--- src/rtl/trdb_pkg.sv ---
// Shared trace-debug definitions: E-trace itype codes, opcode mask/match pairs
// and link-register helpers used by the decoder and the classifier.
package trdb_pkg;

    localparam int XLEN = 32;

    typedef enum logic [3:0] {
        NONE       = 4'd0,
        EXC        = 4'd1,
        INT        = 4'd2,
        ERET       = 4'd3,
        NT_BR      = 4'd4,
        T_BR       = 4'd5,
        UNINF_JMP6 = 4'd6,
        UNINF_CALL = 4'd8,
        INF_CALL   = 4'd9,
        UNINF_JMP  = 4'd10,
        INF_JMP    = 4'd11,
        RET        = 4'd13
    } itype_e;

    localparam logic [31:0] MASK_OPCODE  = 32'h0000_007F;
    localparam logic [31:0] MATCH_BRANCH = 32'h0000_0063;
    localparam logic [31:0] MATCH_JAL    = 32'h0000_006F;
    localparam logic [31:0] MASK_JALR    = 32'h0000_707F;
    localparam logic [31:0] MATCH_JALR   = 32'h0000_0067;
    localparam logic [31:0] MATCH_MRET   = 32'h3020_0073;
    localparam logic [31:0] MATCH_SRET   = 32'h1020_0073;
    localparam logic [31:0] MATCH_URET   = 32'h0020_0073;
    localparam logic [31:0] MATCH_DRET   = 32'h7B20_0073;

    localparam logic [15:0] MASK_C_CJ    = 16'hE003;
    localparam logic [15:0] MATCH_C_J    = 16'hA001;
    localparam logic [15:0] MATCH_C_JAL  = 16'h2001;
    localparam logic [15:0] MATCH_C_BEQZ = 16'hC001;
    localparam logic [15:0] MATCH_C_BNEZ = 16'hE001;
    localparam logic [15:0] MASK_C_JR    = 16'hF07F;
    localparam logic [15:0] MATCH_C_JR   = 16'h8002;
    localparam logic [15:0] MATCH_C_JALR = 16'h9002;

    localparam logic [4:0] REG_X0 = 5'd0;
    localparam logic [4:0] REG_RA = 5'd1;
    localparam logic [4:0] REG_T0 = 5'd5;

    function automatic logic is_link(input logic [4:0] r);
        return (r == REG_RA) || (r == REG_T0);
    endfunction

    function automatic logic is_updiscon(input itype_e t);
        return t inside {EXC, INT, ERET, UNINF_JMP6, UNINF_CALL, UNINF_JMP, RET};
    endfunction

endpackage

--- src/rtl/trdb_inst_decoder.sv ---
// Combinational control-flow decoder: classifies one retired encoding (32-bit
// or compressed) into branch / jump / call / return / xRET flags.
module trdb_inst_decoder (
    input  logic [31:0] inst_i,
    input  logic        compressed_i,
    output logic        is_branch_o,
    output logic        is_jal_o,
    output logic        is_jalr_o,
    output logic        is_call_o,
    output logic        is_ret_o,
    output logic        is_xret_o
);
    import trdb_pkg::*;

    logic [15:0] w_c;
    logic [4:0]  w_rd;
    logic [4:0]  w_rs1;

    assign w_c = inst_i[15:0];

    always_comb begin
        // NOTE: every output gets a default before any branch so no latch is inferred.
        is_branch_o = 1'b0;
        is_jal_o    = 1'b0;
        is_jalr_o   = 1'b0;
        is_xret_o   = 1'b0;
        w_rd        = REG_X0;
        w_rs1       = REG_X0;
        if (compressed_i) begin
            is_branch_o = ((w_c & MASK_C_CJ) == MATCH_C_BEQZ) || ((w_c & MASK_C_CJ) == MATCH_C_BNEZ);
            if ((w_c & MASK_C_CJ) == MATCH_C_J) begin
                is_jal_o = 1'b1;
            end
            if ((w_c & MASK_C_CJ) == MATCH_C_JAL) begin
                is_jal_o = 1'b1;
                w_rd     = REG_RA;
            end
            // rs1 == x0 in these slots encodes C.EBREAK / reserved, not a jump
            if (((w_c & MASK_C_JR) == MATCH_C_JR) && (w_c[11:7] != REG_X0)) begin
                is_jalr_o = 1'b1;
                w_rs1     = w_c[11:7];
            end
            if (((w_c & MASK_C_JR) == MATCH_C_JALR) && (w_c[11:7] != REG_X0)) begin
                is_jalr_o = 1'b1;
                w_rd      = REG_RA;
                w_rs1     = w_c[11:7];
            end
        end else begin
            w_rd        = inst_i[11:7];
            w_rs1       = inst_i[19:15];
            is_branch_o = (inst_i & MASK_OPCODE) == MATCH_BRANCH;
            is_jal_o    = (inst_i & MASK_OPCODE) == MATCH_JAL;
            is_jalr_o   = (inst_i & MASK_JALR) == MATCH_JALR;
            is_xret_o   = inst_i inside {MATCH_MRET, MATCH_SRET, MATCH_URET, MATCH_DRET};
        end
        is_call_o = (is_jal_o || is_jalr_o) && is_link(w_rd);
        is_ret_o  = is_jalr_o && (w_rd == REG_X0) && is_link(w_rs1) && (w_rs1 != w_rd);
    end

endmodule

--- src/rtl/trdb_itype_classifier.sv ---
// Holds one retired instruction (tc) until its successor (nc) retires or a flush
// drains it, then emits the E-trace itype with call-nesting implicit-return hints.
module trdb_itype_classifier #(
    parameter int XLEN         = trdb_pkg::XLEN,
    parameter int ITYPE_W      = 4,
    parameter int CALL_CNT_W   = 4,
    parameter bit IMPLICIT_RET = 1'b1
) (
    input  logic               clk_i,
    input  logic               rst_i,
    input  logic               inst_valid_i,
    input  logic [XLEN-1:0]    iaddr_i,
    input  logic [XLEN-1:0]    inst_data_i,
    input  logic               compressed_i,
    input  logic               exception_i,
    input  logic               interrupt_i,
    input  logic               flush_i,
    output logic               valid_o,
    output logic [XLEN-1:0]    iaddr_o,
    output logic [ITYPE_W-1:0] itype_o,
    output logic               ilastsize_o,
    output logic               updiscon_o,
    output logic               implicit_ret_o,
    output logic               flushed_o
);
    import trdb_pkg::*;

    logic                  r_pend, r_drain;
    logic [XLEN-1:0]       r_tc_iaddr;
    logic [31:0]           r_tc_inst;
    logic                  r_tc_comp, r_tc_exc, r_tc_int;
    logic [CALL_CNT_W-1:0] r_call_cnt;
    logic                  r_valid, r_ilastsize, r_updiscon, r_implicit, r_flushed;
    logic [XLEN-1:0]       r_iaddr;
    logic [ITYPE_W-1:0]    r_itype;

    logic w_is_branch, w_is_jal, w_is_jalr, w_is_call, w_is_ret, w_is_xret;
    logic w_emit, w_flush_emit, w_taken;
    logic [XLEN-1:0]       w_seq_addr;
    itype_e                w_itype;
    logic [3:0]            w_itype_raw;
    logic [CALL_CNT_W-1:0] w_cnt_nxt;

    trdb_inst_decoder u_dec (
        .inst_i       (r_tc_inst),
        .compressed_i (r_tc_comp),
        .is_branch_o  (w_is_branch),
        .is_jal_o     (w_is_jal),
        .is_jalr_o    (w_is_jalr),
        .is_call_o    (w_is_call),
        .is_ret_o     (w_is_ret),
        .is_xret_o    (w_is_xret)
    );

    // A held tc leaves when its successor retires, on flush, or one cycle after a flush+retire.
    assign w_emit       = r_pend && (r_drain || inst_valid_i || flush_i);
    assign w_flush_emit = r_drain || !inst_valid_i;
    assign w_seq_addr   = r_tc_iaddr + (r_tc_comp ? XLEN'(2) : XLEN'(4));
    assign w_taken      = !w_flush_emit && (iaddr_i != w_seq_addr);
    assign w_itype_raw  = w_itype;

    always_comb begin
        w_itype = NONE;
        if (r_tc_exc)              w_itype = EXC;
        else if (r_tc_int)         w_itype = INT;
        else if (w_is_xret)        w_itype = ERET;
        else if (w_is_branch)      w_itype = w_taken ? T_BR : NT_BR;
        else if (w_is_jalr)        w_itype = (ITYPE_W == 3) ? UNINF_JMP6 :
                                             w_is_call ? UNINF_CALL : w_is_ret ? RET : UNINF_JMP;
        else if (w_is_jal)         w_itype = (ITYPE_W == 3) ? NONE : w_is_call ? INF_CALL : INF_JMP;
    end

    always_comb begin
        w_cnt_nxt = r_call_cnt;
        if (w_emit) begin
            if (w_flush_emit)
                w_cnt_nxt = '0;
            else if ((w_itype == UNINF_CALL || w_itype == INF_CALL) && r_call_cnt != '1)
                w_cnt_nxt = r_call_cnt + CALL_CNT_W'(1);
            else if (w_itype == RET && r_call_cnt != '0)
                w_cnt_nxt = r_call_cnt - CALL_CNT_W'(1);
        end
        if (!IMPLICIT_RET) w_cnt_nxt = '0;
    end

    always_ff @(posedge clk_i) begin
        // NOTE: the pending data is reset along with its valid bit so nothing stale survives reset.
        if (rst_i) begin
            r_pend      <= 1'b0;
            r_drain     <= 1'b0;
            r_tc_iaddr  <= '0;
            r_tc_inst   <= '0;
            r_tc_comp   <= 1'b0;
            r_tc_exc    <= 1'b0;
            r_tc_int    <= 1'b0;
            r_call_cnt  <= '0;
            r_valid     <= 1'b0;
            r_iaddr     <= '0;
            r_itype     <= '0;
            r_ilastsize <= 1'b0;
            r_updiscon  <= 1'b0;
            r_implicit  <= 1'b0;
            r_flushed   <= 1'b0;
        end else begin
            r_valid    <= w_emit;
            r_call_cnt <= w_cnt_nxt;
            if (w_emit) begin
                r_iaddr     <= r_tc_iaddr;
                r_itype     <= w_itype_raw[ITYPE_W-1:0];
                r_ilastsize <= !r_tc_comp;
                r_updiscon  <= is_updiscon(w_itype);
                r_implicit  <= IMPLICIT_RET && (w_itype == RET) && (r_call_cnt != '0);
                r_flushed   <= w_flush_emit;
            end
            if (inst_valid_i) begin
                r_pend     <= 1'b1;
                r_drain    <= flush_i;
                r_tc_iaddr <= iaddr_i;
                r_tc_inst  <= inst_data_i[31:0];
                r_tc_comp  <= compressed_i;
                r_tc_exc   <= exception_i;
                r_tc_int   <= interrupt_i;
            end else if (w_emit) begin
                r_pend  <= 1'b0;
                r_drain <= 1'b0;
            end
        end
    end

    assign valid_o        = r_valid;
    assign iaddr_o        = r_iaddr;
    assign itype_o        = r_itype;
    assign ilastsize_o    = r_ilastsize;
    assign updiscon_o     = r_updiscon;
    assign implicit_ret_o = r_implicit;
    assign flushed_o      = r_flushed;

endmodule

--- config.mk ---
export PLATFORM = sky130hd
export DESIGN_NAME = trdb_itype_classifier
export DESIGN_NICKNAME = d
export VERILOG_FILES = /design/src/rtl/trdb_pkg.sv /design/src/rtl/trdb_inst_decoder.sv /design/src/rtl/trdb_itype_classifier.sv
export SDC_FILE = /design/constraint.sdc
export NUM_CORES = 1
export LEC_CHECK = 0
export ABC_AREA = 1
export BUFFER_PORTS_ARGS = -buffer_cell sky130_fd_sc_hd__buf_4
export CELL_PAD_IN_SITES_DETAIL_PLACEMENT = 0
export CELL_PAD_IN_SITES_GLOBAL_PLACEMENT = 2
export CORE_MARGIN = 1
export CORE_UTILIZATION = 27
export CTS_CLUSTER_DIAMETER = 30
export CTS_CLUSTER_SIZE = 12
export DETAILED_ROUTE_END_ITERATION = 10
export PLACE_DENSITY_LB_ADDON = 0.1
export SYNTH_ARGS = -nofsm -noshare
export SYNTH_HDL_FRONTEND = slang
export SYNTH_SLANG_ARGS = --single-unit
--- constraint.sdc ---
create_clock -name clk_i -period 2.5 [get_ports clk_i]
set_clock_uncertainty 0.2 [all_clocks]
set_input_delay 0.125 -clock clk_i [delete_from_list [all_inputs] [get_ports clk_i]]
set_output_delay 0.125 -clock clk_i [all_outputs]
set_load 0.03 [all_outputs]
==> results of run 1 <==
[per-layer routing]
layer / wire, um / part of all wire
met1: 9220 / 0.46
met2: 10200 / 0.50
met3: 594 / 0.029
met4: 175 / 0.0087
met5: 0 / 0
[power by group through the flow]
stage	logic (mW)	registers (mW)	clock network (mW)
4_1_cts	1.13	2.06	2.63
5_1_grt	1.27	2.08	2.71
3_5_place_dp	1.01	2.09	0
6_report	1.15	2.06	2.56
3_3_place_gp	1.02	2.09	0
2_1_floorplan	0.463	2.18	0
[area by class of cell]
type / instances / area (sq um) / share of cell area
Clock inverter: 12 / 156 / 0.0166
Sequential cell: 114 / 2290 / 0.244
Timing Repair Buffer: 281 / 2310 / 0.246
Tap cell: 280 / 350 / 0.0373
Multi-Input combinational cell: 654 / 3520 / 0.375
Clock buffer: 20 / 457 / 0.0486
Inverter: 81 / 310 / 0.0330
[how the worst max path moves through the flow]
stage | start | endpoint | slack (ns)
4_1_cts | r_tc_inst[2]$_SDFFE_PP0P_ | r_call_cnt[3]$_SDFFE_PP0P_ | -0.38
5_1_grt | r_tc_inst[24]$_SDFFE_PP0P_ | r_call_cnt[1]$_SDFFE_PP0P_ | -0.56
6_report | r_tc_inst[24]$_SDFFE_PP0P_ | r_call_cnt[2]$_SDFFE_PP0P_ | -0.35
3_5_place_dp | r_tc_comp$_SDFFE_PP0P_ | itype_o[0]$_SDFFE_PP0P_ | -0.45
2_1_floorplan | r_tc_inst[4]$_SDFFE_PP0P_ | r_call_cnt[3]$_SDFFE_PP0P_ | -0.13
3_3_place_gp | r_tc_comp$_SDFFE_PP0P_ | itype_o[0]$_SDFFE_PP0P_ | -0.43
[synthesized netlist by cell type]
cell / number
sky130_fd_sc_hd__clkbuf_2: 1
sky130_fd_sc_hd__and2_1: 1
sky130_fd_sc_hd__mux2i_1: 1
sky130_fd_sc_hd__a211oi_1: 2
sky130_fd_sc_hd__xor2_1: 23
sky130_fd_sc_hd__nand4_1: 18
sky130_fd_sc_hd__nand3b_1: 4
sky130_fd_sc_hd__xnor2_1: 15
sky130_fd_sc_hd__inv_2: 2
sky130_fd_sc_hd__a31oi_1: 1
sky130_fd_sc_hd__o21ai_1: 3
sky130_fd_sc_hd__a21oi_1: 45
sky130_fd_sc_hd__dfxtp_1: 114
sky130_fd_sc_hd__clkbuf_1: 32
sky130_fd_sc_hd__nand3_4: 1
sky130_fd_sc_hd__nor3_2: 1
sky130_fd_sc_hd__nor4_1: 3
sky130_fd_sc_hd__a31o_2: 1
sky130_fd_sc_hd__or2_2: 3
sky130_fd_sc_hd__nor2_1: 210
sky130_fd_sc_hd__or3_1: 1
sky130_fd_sc_hd__inv_1: 78
sky130_fd_sc_hd__buf_1: 1
sky130_fd_sc_hd__a22oi_1: 1
sky130_fd_sc_hd__nand2_1: 116
sky130_fd_sc_hd__nor3_1: 8
sky130_fd_sc_hd__buf_2: 2
sky130_fd_sc_hd__nand3_1: 39
sky130_fd_sc_hd__nand3_2: 5
sky130_fd_sc_hd__ha_1: 4
sky130_fd_sc_hd__nor2_2: 6
sky130_fd_sc_hd__o21bai_1: 4
sky130_fd_sc_hd__nor2_4: 7
sky130_fd_sc_hd__nand2_2: 6
sky130_fd_sc_hd__o21a_1: 1
sky130_fd_sc_hd__o21ai_0: 117
sky130_fd_sc_hd__fa_1: 2
sky130_fd_sc_hd__o211ai_1: 2
sky130_fd_sc_hd__nand2_4: 2
sky130_fd_sc_hd__clkinv_1: 1
sky130_fd_sc_hd__a41oi_1: 1
sky130_fd_sc_hd__buf_4: 1
[through the flow]
stage	setup TNS, ns	std cells	power [mW]	setup WS, ns
6_report	-1.51	1442	5.77	-0.354
5_1_grt	-2.74	1442	6.06	-0.557
4_1_cts	-1.51	1436	5.83	-0.378
3_5_place_dp	-1.82	1327	3.10	-0.455
3_3_place_gp	-1.74	1327	3.11	-0.435
2_1_floorplan	-0.144	886	2.64	-0.125
[layout by cell type (no fill, tap or decap), drive strengths merged, types with 5 or more instances in the layout]
master / Yosys / final
o21ai: 120 / 120
dlygate4sd3: 0 / 70
nand2: 124 / 124
inv: 80 / 81
xnor2: 15 / 15
nor2: 223 / 223
nand3: 45 / 45
buf: 4 / 211
nor3: 9 / 9
clkbuf: 33 / 20
a21oi: 45 / 45
nand4: 18 / 18
dfxtp: 114 / 114
clkinv: 1 / 5
xor2: 23 / 23
[repair_timing]
item | 4_1_cts | 5_1_grt
resized for setup | 34 | 39
setup endpoints to repair | 5 | 6
buffers inserted | 7 | 6
cloned | 0 | 0
hold buffers | 70 | 0
pin swaps | 25 | 30
hold endpoints to repair | 74 | 0
[flip-flops by register name (all words and copies together) (netlist names), 4 cells and up]
name and count:
iaddr_o 32, r_tc_inst 32, r_call_cnt 4, itype_o 4, r_tc_iaddr 32
[critical path: cells and delay by family (launching register included)]
kind / cells / cell delay (ns)
flops: 1 / 0.31
compound gates: 4 / 0.47
buf+inv: 3 / 0.27
fa+ha+maj: 1 / 0.37
simple gates: 7 / 1.11
[kinds of logic (layout without fill, tap and decap cells)]
kind of cell / Yosys count / after routing / synth area share
fa+ha+maj: 6 / 6 / 0.0150
simple gates: 431 / 431 / 0.318
flops: 114 / 114 / 0.381
xor+xnor: 38 / 38 / 0.0555
compound gates: 178 / 178 / 0.154
buf+inv: 118 / 394 / 0.0751
mux: 1 / 1 / 0.00167
==> qor.txt, run 1 <==
=================================================================================
Distinct cells, synth                                                          42
Slew at the pin closest to its max-slew limit                            0.579 ns
Design internal power                                                     4.11 mW
Sequential area share after synthesis                                       0.381
Total Nets Final                                                            1,226
RSZ-0062 raised after global routing                                         true
Highest cell delay on the worst timing path                               0.40 ns
Grt met1 use                                                                0.217
Max frequency                                                             350 MHz
Avg Inst Size Synth                                                    6.77 sq um
Synthesis Warnings                                                              0
Routed wire length                                                      20,100 um
Category of the worst setup path capture point                               flop
Gr usage total                                                              0.183
Relative slew slack                                                         0.614
Vias after detailed routing                                                 6,442
Net Count, Synth                                                              963
Switching power summed over all nets                                      1.67 mW
Cell depth of the worst min-delay path                                          4
Final global-route overflow total                                               0
Setup ws final                                                          -0.354 ns
Number of synthesized register bits                                           114
Average wire per cell in the routed design                                14.0 um
Cell area reported after detailed placement                          0.00773 sq mm
Die X                                                                      151 um
Final Hold Violating Endpoints                                                  0
Global placer's final weighted congestion                                   0.826
Reg2Reg Capture Point                                                r_call_cnt[2]$_SDFFE_PP0P_
Port bufs                                                                     111
Cells after Synth                                                             886
Number of antenna-violating nets in the routed design                           0
R2r startpoint                                                       r_tc_inst[24]$_SDFFE_PP0P_
Endpoint required time on the critical path                               2.61 ns
Hold path startpoint                                                 inst_data_i[22]
Vertical die dimension                                                     151 um
Final core utilization                                                      0.430
Fill cell count                                                             2,335
Cell breakdown of the critical path                                  or3_4 > a211oi_2 > nand4_1 > and2_4 > nand2_1 > nand2_2 > nand2_4 > buf_4 > buf_4 > inv_2 > fa_1 > o21ai_1 > a21oi_1 > nand3_1 > a21oi_1
Total standard cell area after synthesis                             0.00600 sq mm
Worst-case hold path end point                                       r_tc_inst[22]$_SDFFE_PP0P_
Routing usage on met2                                                       0.331
Startpoint type of the worst setup path                                      flop
Htree depth                                                                     4
Worst setup path class                                               flop to flop
Area share of the leading cell type in the synthesized netlist              0.381
Global-route met3 utilization                                              0.0370
Detailed placer's ending HPWL                                           14,200 um
Starting Density                                                            0.275
Count of endpoints failing setup in the final report                            5
Outcome                                                              finished with violations
First-pass GRT wire length                                              31,800 um
Num CTS Buffers                                                                17
Critical path arrival                                                     2.97 ns
Worst vdd ir                                                             0.334 mV
Share of the clock period used by the worst path after layout                1.14
Fraction of power consumed by combinational cells                           0.199
Area of the die                                                      0.0228 sq mm
Number of sinks handled by clock tree synthesis                               114
Clock tree from TritonCTS                                                    done
Number of optimization iterations in the first detailed-route pass              4
Slew Viols, Final                                                               0
DRC Markers                                                                     0
Power per unit of standard cell area                                  614 mW/mm^2
Switching portion of total power                                            0.289
Clock slew at reported path FFs                                           0.06 ns
Number of antenna violations at the first check in global routing               0
Max-capacitance violation count                                                 0
FF-to-FF path depth                                                            15
Fraction of power consumed by sequential logic                              0.357
Fraction of layout instances using a drive strength above 1                 0.286
Number of antenna repair diodes                                                 0
Top Ports                                                                     112
Vias in the first global route                                              6,234
Maximum net fanout on the critical path                                         3
Row count                                                                      54
Most congested layer reported by global routing                              met2
Leakage power summed over all cells                                       4.30 nW
Worst slack on hold paths                                                0.269 ns
Post-layout instance area                                            0.00939 sq mm
Max Buffers Root-to-Sink                                                        2
Class of the most critical hold timing path                          input port to flop
Number of vias per cell                                                      4.47
Root buf cell                                                        sky130_fd_sc_hd__clkbuf_16
Area contributors post-synth                                         sky130_fd_sc_hd__dfxtp_1, sky130_fd_sc_hd__nor2_1, sky130_fd_sc_hd__o21ai_0
Later-pin clock latency in the skew report                                0.42 ns
Synthesis-to-layout area growth                                             56.7%
Pin count of the biggest net entering global routing                           54
Reg2Reg Setup Slack                                                      -0.35 ns
Iteration-0 DRC count of the detailed router                                  222
Min Clock Period, post-route                                              2.85 ns
Violations in the final reports                                      negative setup slack
Area of the core region                                              0.0218 sq mm
Clock group share of total power                                            0.444
Cell accounting for the most synthesized area                        sky130_fd_sc_hd__dfxtp_1
Slowest stage cell on the critical path                              sky130_fd_sc_hd__or3_4
=================================================================================
Note: power is estimated with default switching activity, not from simulation.
==> inputs of run 2 (changes only) <==
REMOVE_ABC_BUFFERS = 1   (was unset)
==> qor.txt, run 2 (synthesis results as in run 1) <==
=================================================================================
Count of endpoints failing setup in the final report                            5   unchanged
Top Ports                                                                     112   unchanged
Violations in the final reports                                      negative setup slack
Row count                                                                      54   unchanged
Worst slack on hold paths                                                0.269 ns   -0.0000960 ns
RSZ-0062 raised after global routing                                         true
Placed Instances                                                            1,328   +0.075%
Global placer's final weighted congestion                                   0.910   +10%
Critical Path Most Common Cell                                       sky130_fd_sc_hd__nor2_1
Category of the worst setup path capture point                               flop
Last element of the critical path                                    r_call_cnt[3]$_SDFFE_PP0P_
FF-to-FF path depth                                                            17   +2
Most frequent cells in the layout                                    sky130_fd_sc_hd__buf_4, sky130_fd_sc_hd__nor2_1, sky130_fd_sc_hd__o21ai_0
Number of sinks handled by clock tree synthesis                               114   unchanged
Port bufs                                                                     111   unchanged
Leakage power summed over all cells                                       4.29 nW   -0.26%
Endpoint required time on the critical path                               2.61 ns   about the same
Clock tree from TritonCTS                                                    done
Later-pin clock latency in the skew report                                0.42 ns   about the same
Highest cell delay on the worst timing path                               0.38 ns   -0.02 ns
Most common cell after layout, fill and taps aside                   sky130_fd_sc_hd__buf_4
Maximum net fanout on the critical path                                         5   +2
Max frequency                                                             357 MHz   +1.9%
Reg2Reg Setup Slack                                                      -0.30 ns   +0.05 ns
Class of the most critical hold timing path                          flop to flop
Slowest stage cell on the critical path                              sky130_fd_sc_hd__dfxtp_4
Share of the clock period used by the worst path after layout                1.12   -0.0217
Cell class contributing the biggest share of worst-path delay        simple AND/OR/NAND/NOR gates
Number of antenna repair diodes                                                 0   unchanged
Vias after detailed routing                                                 6,392   -0.78%
DRC Markers                                                                     0   unchanged
Slew Viols, Final                                                               0   unchanged
Fill cell count                                                             2,316   -0.81%
Startpoint type of the worst setup path                                      flop
Cell breakdown of the critical path                                  nor2_4 > nand3_2 > nor4_4 > buf_4 > nand4_1 > and2_4 > nand2_2 > nand2_2 > nand2_4 > ha_4 > a21oi_2 > o21bai_1 > xor2_1 > o21ai_0 > nor2_1 > nor2_1 > nor2_1
Min Clock Period, post-route                                              2.80 ns   -0.0541 ns
Gr usage total                                                              0.182   -0.000966
Max-capacitance violation count                                                 0   unchanged
Max Buffers Root-to-Sink                                                        2   unchanged
Fraction of layout instances using a drive strength above 1                 0.295   +0.00947
Clock slew at reported path FFs                                           0.06 ns   about the same
R2r startpoint                                                       r_tc_inst[12]$_SDFFE_PP0P_
Final Hold Violating Endpoints                                                  0   unchanged
Total Nets Final                                                            1,227   +0.082%
Iteration-0 DRC count of the detailed router                                  178   -20%
Vertical die dimension                                                     151 um   unchanged
Area of the die                                                      0.0228 sq mm   unchanged
Pin count of the biggest net entering global routing                           62   +15%
Cell depth of the worst setup path                                             17   +2
Number of vias per cell                                                      4.43   -0.78%
Num CTS Buffers                                                                17   unchanged
Final global-route overflow total                                               0   unchanged
Placement Setup Slack                                                   -0.459 ns   -0.00400 ns
Slew at the pin closest to its max-slew limit                            0.651 ns   +0.0720 ns
Average wire per cell in the routed design                                13.9 um   -0.34%
Reg2Reg Capture Point                                                r_call_cnt[3]$_SDFFE_PP0P_
Outcome                                                              finished with violations
Non-filler cells in the finished layout                                     1,442   unchanged
Worst setup path class                                               flop to flop
Setup ws final                                                          -0.300 ns   +0.0541 ns
Startpoint of the most critical setup path                           r_tc_inst[12]$_SDFFE_PP0P_
First-pass GRT wire length                                              31,900 um   +0.54%
Vias in the first global route                                              6,350   +1.9%
Detailed placer's ending HPWL                                           14,200 um   -0.16%
Critical path arrival                                                     2.91 ns   -0.06 ns
Relative slew slack                                                         0.566   -0.0480
Synthesis-to-layout area growth                                             56.8%   about the same
Routed wire length                                                      20,100 um   -0.34%
Starting Density                                                            0.275   unchanged
Crit path buf inv count                                                         1   -2
Htree depth                                                                     4   unchanged
Number of optimization iterations in the first detailed-route pass              6   +2
Power per unit of standard cell area                                  599 mW/mm^2   -2.5%
Die X                                                                      151 um   unchanged
Worst vdd ir                                                             0.349 mV   +4.5%
Root buf cell                                                        sky130_fd_sc_hd__clkbuf_16
Area of the core region                                              0.0218 sq mm   unchanged
Number of antenna-violating nets in the routed design                           0   unchanged
Number of antenna violations at the first check in global routing               0   unchanged
=================================================================================
## run 2: per-stage QoR
| step | setup TNS [ns] | total power [mW] | util | instance area, sq um |
|---|---|---|---|---|
| 6_report | -1.28 | 5.63 | 0.431 | 9400 |
| 5_1_grt | -2.19 | 5.92 | 0.431 | 9400 |
| 4_1_cts | -1.30 | 5.66 | 0.418 | 9130 |
| 3_5_place_dp | -1.86 | 3.10 | 0.353 | 7710 |
| 3_3_place_gp | -1.64 | 3.11 | 0.353 | 7710 |
| 2_1_floorplan | -67.01 | 2.61 | - | 5850 |
## run 2: final cells by class
type,count,area [sq um],share of cell area
multi-input combinational,654,3560,0.379
sequential,114,2300,0.245
tap,280,350,0.0373
inverter,81,307,0.0326
clock inverter,10,110,0.0117
clock buffer,21,460,0.0490
timing repair buffer,282,2310,0.246
## run 2: routing by layer
metal	part of all wire	track usage	vias up
met3	0.023	0.0407	14
met5	0	0	-
met4	0.0089	0.0440	0
met2	0.51	0.328	85
li1	-	-	3402
met1	0.46	0.217	2891
## run 2: what timing repair did
action | in CTS | in global routing
hold endpoints to repair | 78 | 0
setup endpoints to repair | 5 | 6
pin swaps | 23 | 20
buffers inserted | 7 | 7
hold buffers | 70 | 0
resized for setup | 33 | 58
## run 2: worst min-delay path, delay by kind of cell (launching register included)
kind	cells	cell delay, ns
buffers and inverters	1	0.07
AO/OA/AOI/OAI	1	0.06
flip-flops	1	0.29
## run 2: where the power goes
group | leakage (nW) | switching [mW] | total [mW] | internal (mW)
registers | 0.948 | 0.108 | 2.06 | 1.95
clock network | 0.271 | 0.899 | 2.40 | 1.50
logic | 3.07 | 0.627 | 1.17 | 0.539
## run 2: worst min-delay path by stage
stage / startpoint / to / slack [ns] / cells after the start
final: r_tc_inst[20]$_SDFFE_PP0P_ / r_tc_inst[20]$_SDFFE_PP0P_ / 0.27 / 2
after floorplan: rst_i / r_call_cnt[1]$_SDFFE_PP0P_ / -0.006 / 1
after global routing: iaddr_i[19] / r_tc_iaddr[19]$_SDFFE_PP0P_ / 0.28 / 4
after detailed placement: inst_data_i[28] / r_tc_inst[28]$_SDFFE_PP0P_ / 0.16 / 3
after CTS: inst_data_i[12] / r_tc_inst[12]$_SDFFE_PP0P_ / 0.26 / 4
after global placement: inst_data_i[12] / r_tc_inst[12]$_SDFFE_PP0P_ / 0.15 / 3
==> inputs of run 3 (changes only) <==
PLACE_DENSITY = 0.72   (was unset)
PLACE_DENSITY_LB_ADDON = unset   (was 0.1)
SETUP_SLACK_MARGIN = 0.2   (was unset)
==> qor.txt, run 3 (synthesis results as in run 1) <==
=================================================================================
Outcome                                                              finished with violations
Violations in the final reports                                      negative setup slack
Number of optimization iterations in the first detailed-route pass              4   -2
Endpoint required time on the critical path                               2.65 ns   +0.04 ns
Cell breakdown of the critical path                                  inv_2 > nand2_2 > buf_6 > nor2_4 > nand2_2 > nor3_2 > nand2_1 > nand2_2 > a21oi_2 > nand4_1 > nand2_1 > nor3_2 > nand2_2 > buf_4 > buf_4 > inv_4 > fa_2 > nand3b_1 > a21oi_1
Total Nets Final                                                            1,231   +0.33%
Most common cell after layout, fill and taps aside                   sky130_fd_sc_hd__buf_4
Power per unit of standard cell area                                  620 mW/mm^2   +3.4%
Class of the most critical hold timing path                          input port to flop
Iteration-0 DRC count of the detailed router                                  264   +48%
Min Clock Period, post-route                                              2.81 ns   +0.00752 ns
Highest cell delay on the worst timing path                               0.42 ns   +0.04 ns
Pin count of the biggest net entering global routing                          109   +76%
Slowest stage cell on the critical path                              sky130_fd_sc_hd__fa_2
Final global-route overflow total                                               0   unchanged
Vias after detailed routing                                                 6,408   +0.25%
Category of the worst setup path capture point                               flop
Met1 wire length                                                          9350 um   +2.0%
Htree depth                                                                     4   unchanged
Port bufs                                                                     111   unchanged
Starting Density                                                            0.275   unchanged
Count of endpoints failing setup in the final report                            6   +1
Top Ports                                                                     112   unchanged
Synthesis-to-layout area growth                                             57.4%
Clock group share of total power                                            0.450   +0.023
Die X                                                                      151 um   unchanged
Number of vias per cell                                                      4.43   about the same
Sum of met2 wire segment lengths after detailed routing                   9360 um   -8.9%
First-pass GRT wire length                                              31,000 um   -3.0%
Fraction of power consumed by combinational cells                           0.199   -0.008
Area of the core region                                              0.0218 sq mm   unchanged
Routed wire length                                                      19,700 um   -2.0%
Num CTS Buffers                                                                17   unchanged
Overall power                                                             5.85 mW   +3.9%
Clock tree from TritonCTS                                                    done
Switching power summed over all nets                                      1.63 mW   about the same
Leakage power summed over all cells                                       4.32 nW   +0.64%
Relative slew slack                                                         0.354   -0.212
Crit path buf inv count                                                         5   +4
Number of antenna violations at the first check in global routing               0   unchanged
Worst slack on hold paths                                                0.143 ns   -0.126 ns
Average wire per cell in the routed design                                13.6 um   -2.4%
Switching portion of total power                                            0.280   -0.0106
Share of the clock period used by the worst path after layout                1.12   +0.00301
Maximum net fanout on the critical path                                         3   -2
Number of antenna repair diodes                                                 0   unchanged
Highest routed metal layer                                                   met4
Area of the die                                                      0.0228 sq mm   unchanged
Critical Path Most Common Cell                                       sky130_fd_sc_hd__nand2_2
Gr usage total                                                              0.176   -0.00567
Fraction of layout instances using a drive strength above 1                 0.290   -0.00555
Vertical die dimension                                                     151 um   unchanged
Worst setup path class                                               flop to flop
Later-pin clock latency in the skew report                                0.41 ns   about the same
Fraction of power consumed by sequential logic                              0.351   -0.015
Final Hold Violating Endpoints                                                  0   unchanged
Most frequent cells in the layout                                    sky130_fd_sc_hd__buf_4, sky130_fd_sc_hd__nor2_1, sky130_fd_sc_hd__o21ai_0
Max frequency                                                             356 MHz   -0.27%
Row count                                                                      54   unchanged
Clock slew at reported path FFs                                           0.06 ns   about the same
Root buf cell                                                        sky130_fd_sc_hd__clkbuf_16
Slew at the pin closest to its max-slew limit                            0.968 ns   +0.317 ns
Number of sinks handled by clock tree synthesis                               114   unchanged
Global placer's final weighted congestion                                   0.814   -10%
Design internal power                                                     4.21 mW   +5.4%
Number of antenna-violating nets in the routed design                           0   unchanged
Max Buffers Root-to-Sink                                                        2   unchanged
RSZ-0062 raised after global routing                                         true
DRC Markers                                                                     0   unchanged
Fill cell count                                                             2,303   -0.56%
Detailed placer's ending HPWL                                           13,600 um   -4.1%
Routed wl met3                                                             632 um   +35%
Setup ws final                                                          -0.308 ns   -0.00752 ns
Worst vdd ir                                                             0.422 mV   +21%
Critical path arrival                                                     2.96 ns   +0.05 ns
Max-capacitance violation count                                                 0   unchanged
Cell class contributing the biggest share of worst-path delay        simple AND/OR/NAND/NOR gates
Startpoint type of the worst setup path                                      flop
Vias in the first global route                                              6,103   -3.9%
Slew Viols, Final                                                               0   unchanged
=================================================================================
run 3: changes by cell type in the layout (fill, tap and decap cells not counted), sizes merged:
cell         before  now
buf             212  217
bufinv            2    4
clkbuf           21   19
dlygate4sd3      70   69
inv              80   81
run 3: per-stage QoR:
stage               setup WS, ns   util  instance area, sq um  instances  TNS, ns
floorplan                  -1.85      -                  5850        849   -67.01
global placement          -0.441  0.356                  7780       1332    -2.03
detailed placement        -0.470  0.356                  7780       1332    -2.15
CTS                       -0.332  0.427                  9330       1446    -1.32
global route              -0.594  0.433                  9440       1447    -2.90
finish                    -0.308  0.433                  9440       1447    -1.45
run 3: final timing paths:
path              slack [ns]  cells past startpoint                       start                          to
setup / recovery       -0.31                     19   r_tc_inst[3]$_SDFFE_PP0P_  r_call_cnt[1]$_SDFFE_PP0P_
hold / removal          0.14                      4                inst_valid_i       r_tc_int$_SDFFE_PP0P_
setup reg to reg       -0.31                     19   r_tc_inst[3]$_SDFFE_PP0P_  r_call_cnt[1]$_SDFFE_PP0P_
hold reg to reg         0.29                      2  r_tc_inst[29]$_SDFFE_PP0P_  r_tc_inst[29]$_SDFFE_PP0P_
run 3: timing repair:
item                                    CTS  global route
pin swaps                                18            20
endpoints found under the setup margin    6             7
buffers inserted                         13             1
hold buffers                             69             0
resized for setup                        44            26
hold endpoints to repair                 73             0
run 3: area by class of cell:
type / instances / area (sq um) / area share
multi-input cells: 654 / 3490 / 0.369
inverters: 81 / 307 / 0.0325
well taps: 280 / 350 / 0.0371
clock buffers: 19 / 453 / 0.0480
clock inverters: 13 / 183 / 0.0194
repair buffers: 286 / 2370 / 0.251
flip-flops and latches: 114 / 2290 / 0.243
run 3: worst min-delay path: stages:
cell and delay, ns:
sky130_fd_sc_hd__buf_4 0.13, sky130_fd_sc_hd__inv_2 0.07, sky130_fd_sc_hd__buf_12 0.23, sky130_fd_sc_hd__a21oi_1 0.15
run 3: power by group through the flow:
| stage | clock network [mW] | registers (mW) | logic [mW] |
|---|---|---|---|
| after floorplan | 0 | 2.18 | 0.433 |
| after global placement | 0 | 2.09 | 1.03 |
| after detailed placement | 0 | 2.09 | 1.03 |
| after CTS | 2.70 | 2.05 | 1.16 |
| after global routing | 2.78 | 2.07 | 1.29 |
| final | 2.63 | 2.05 | 1.16 |
run 3: per-layer routing:
layer	GRT usage	vias up
met5	0	-
met4	0.0545	0
met3	0.0364	20
met2	0.301	101
met1	0.221	2875
li1	-	3412
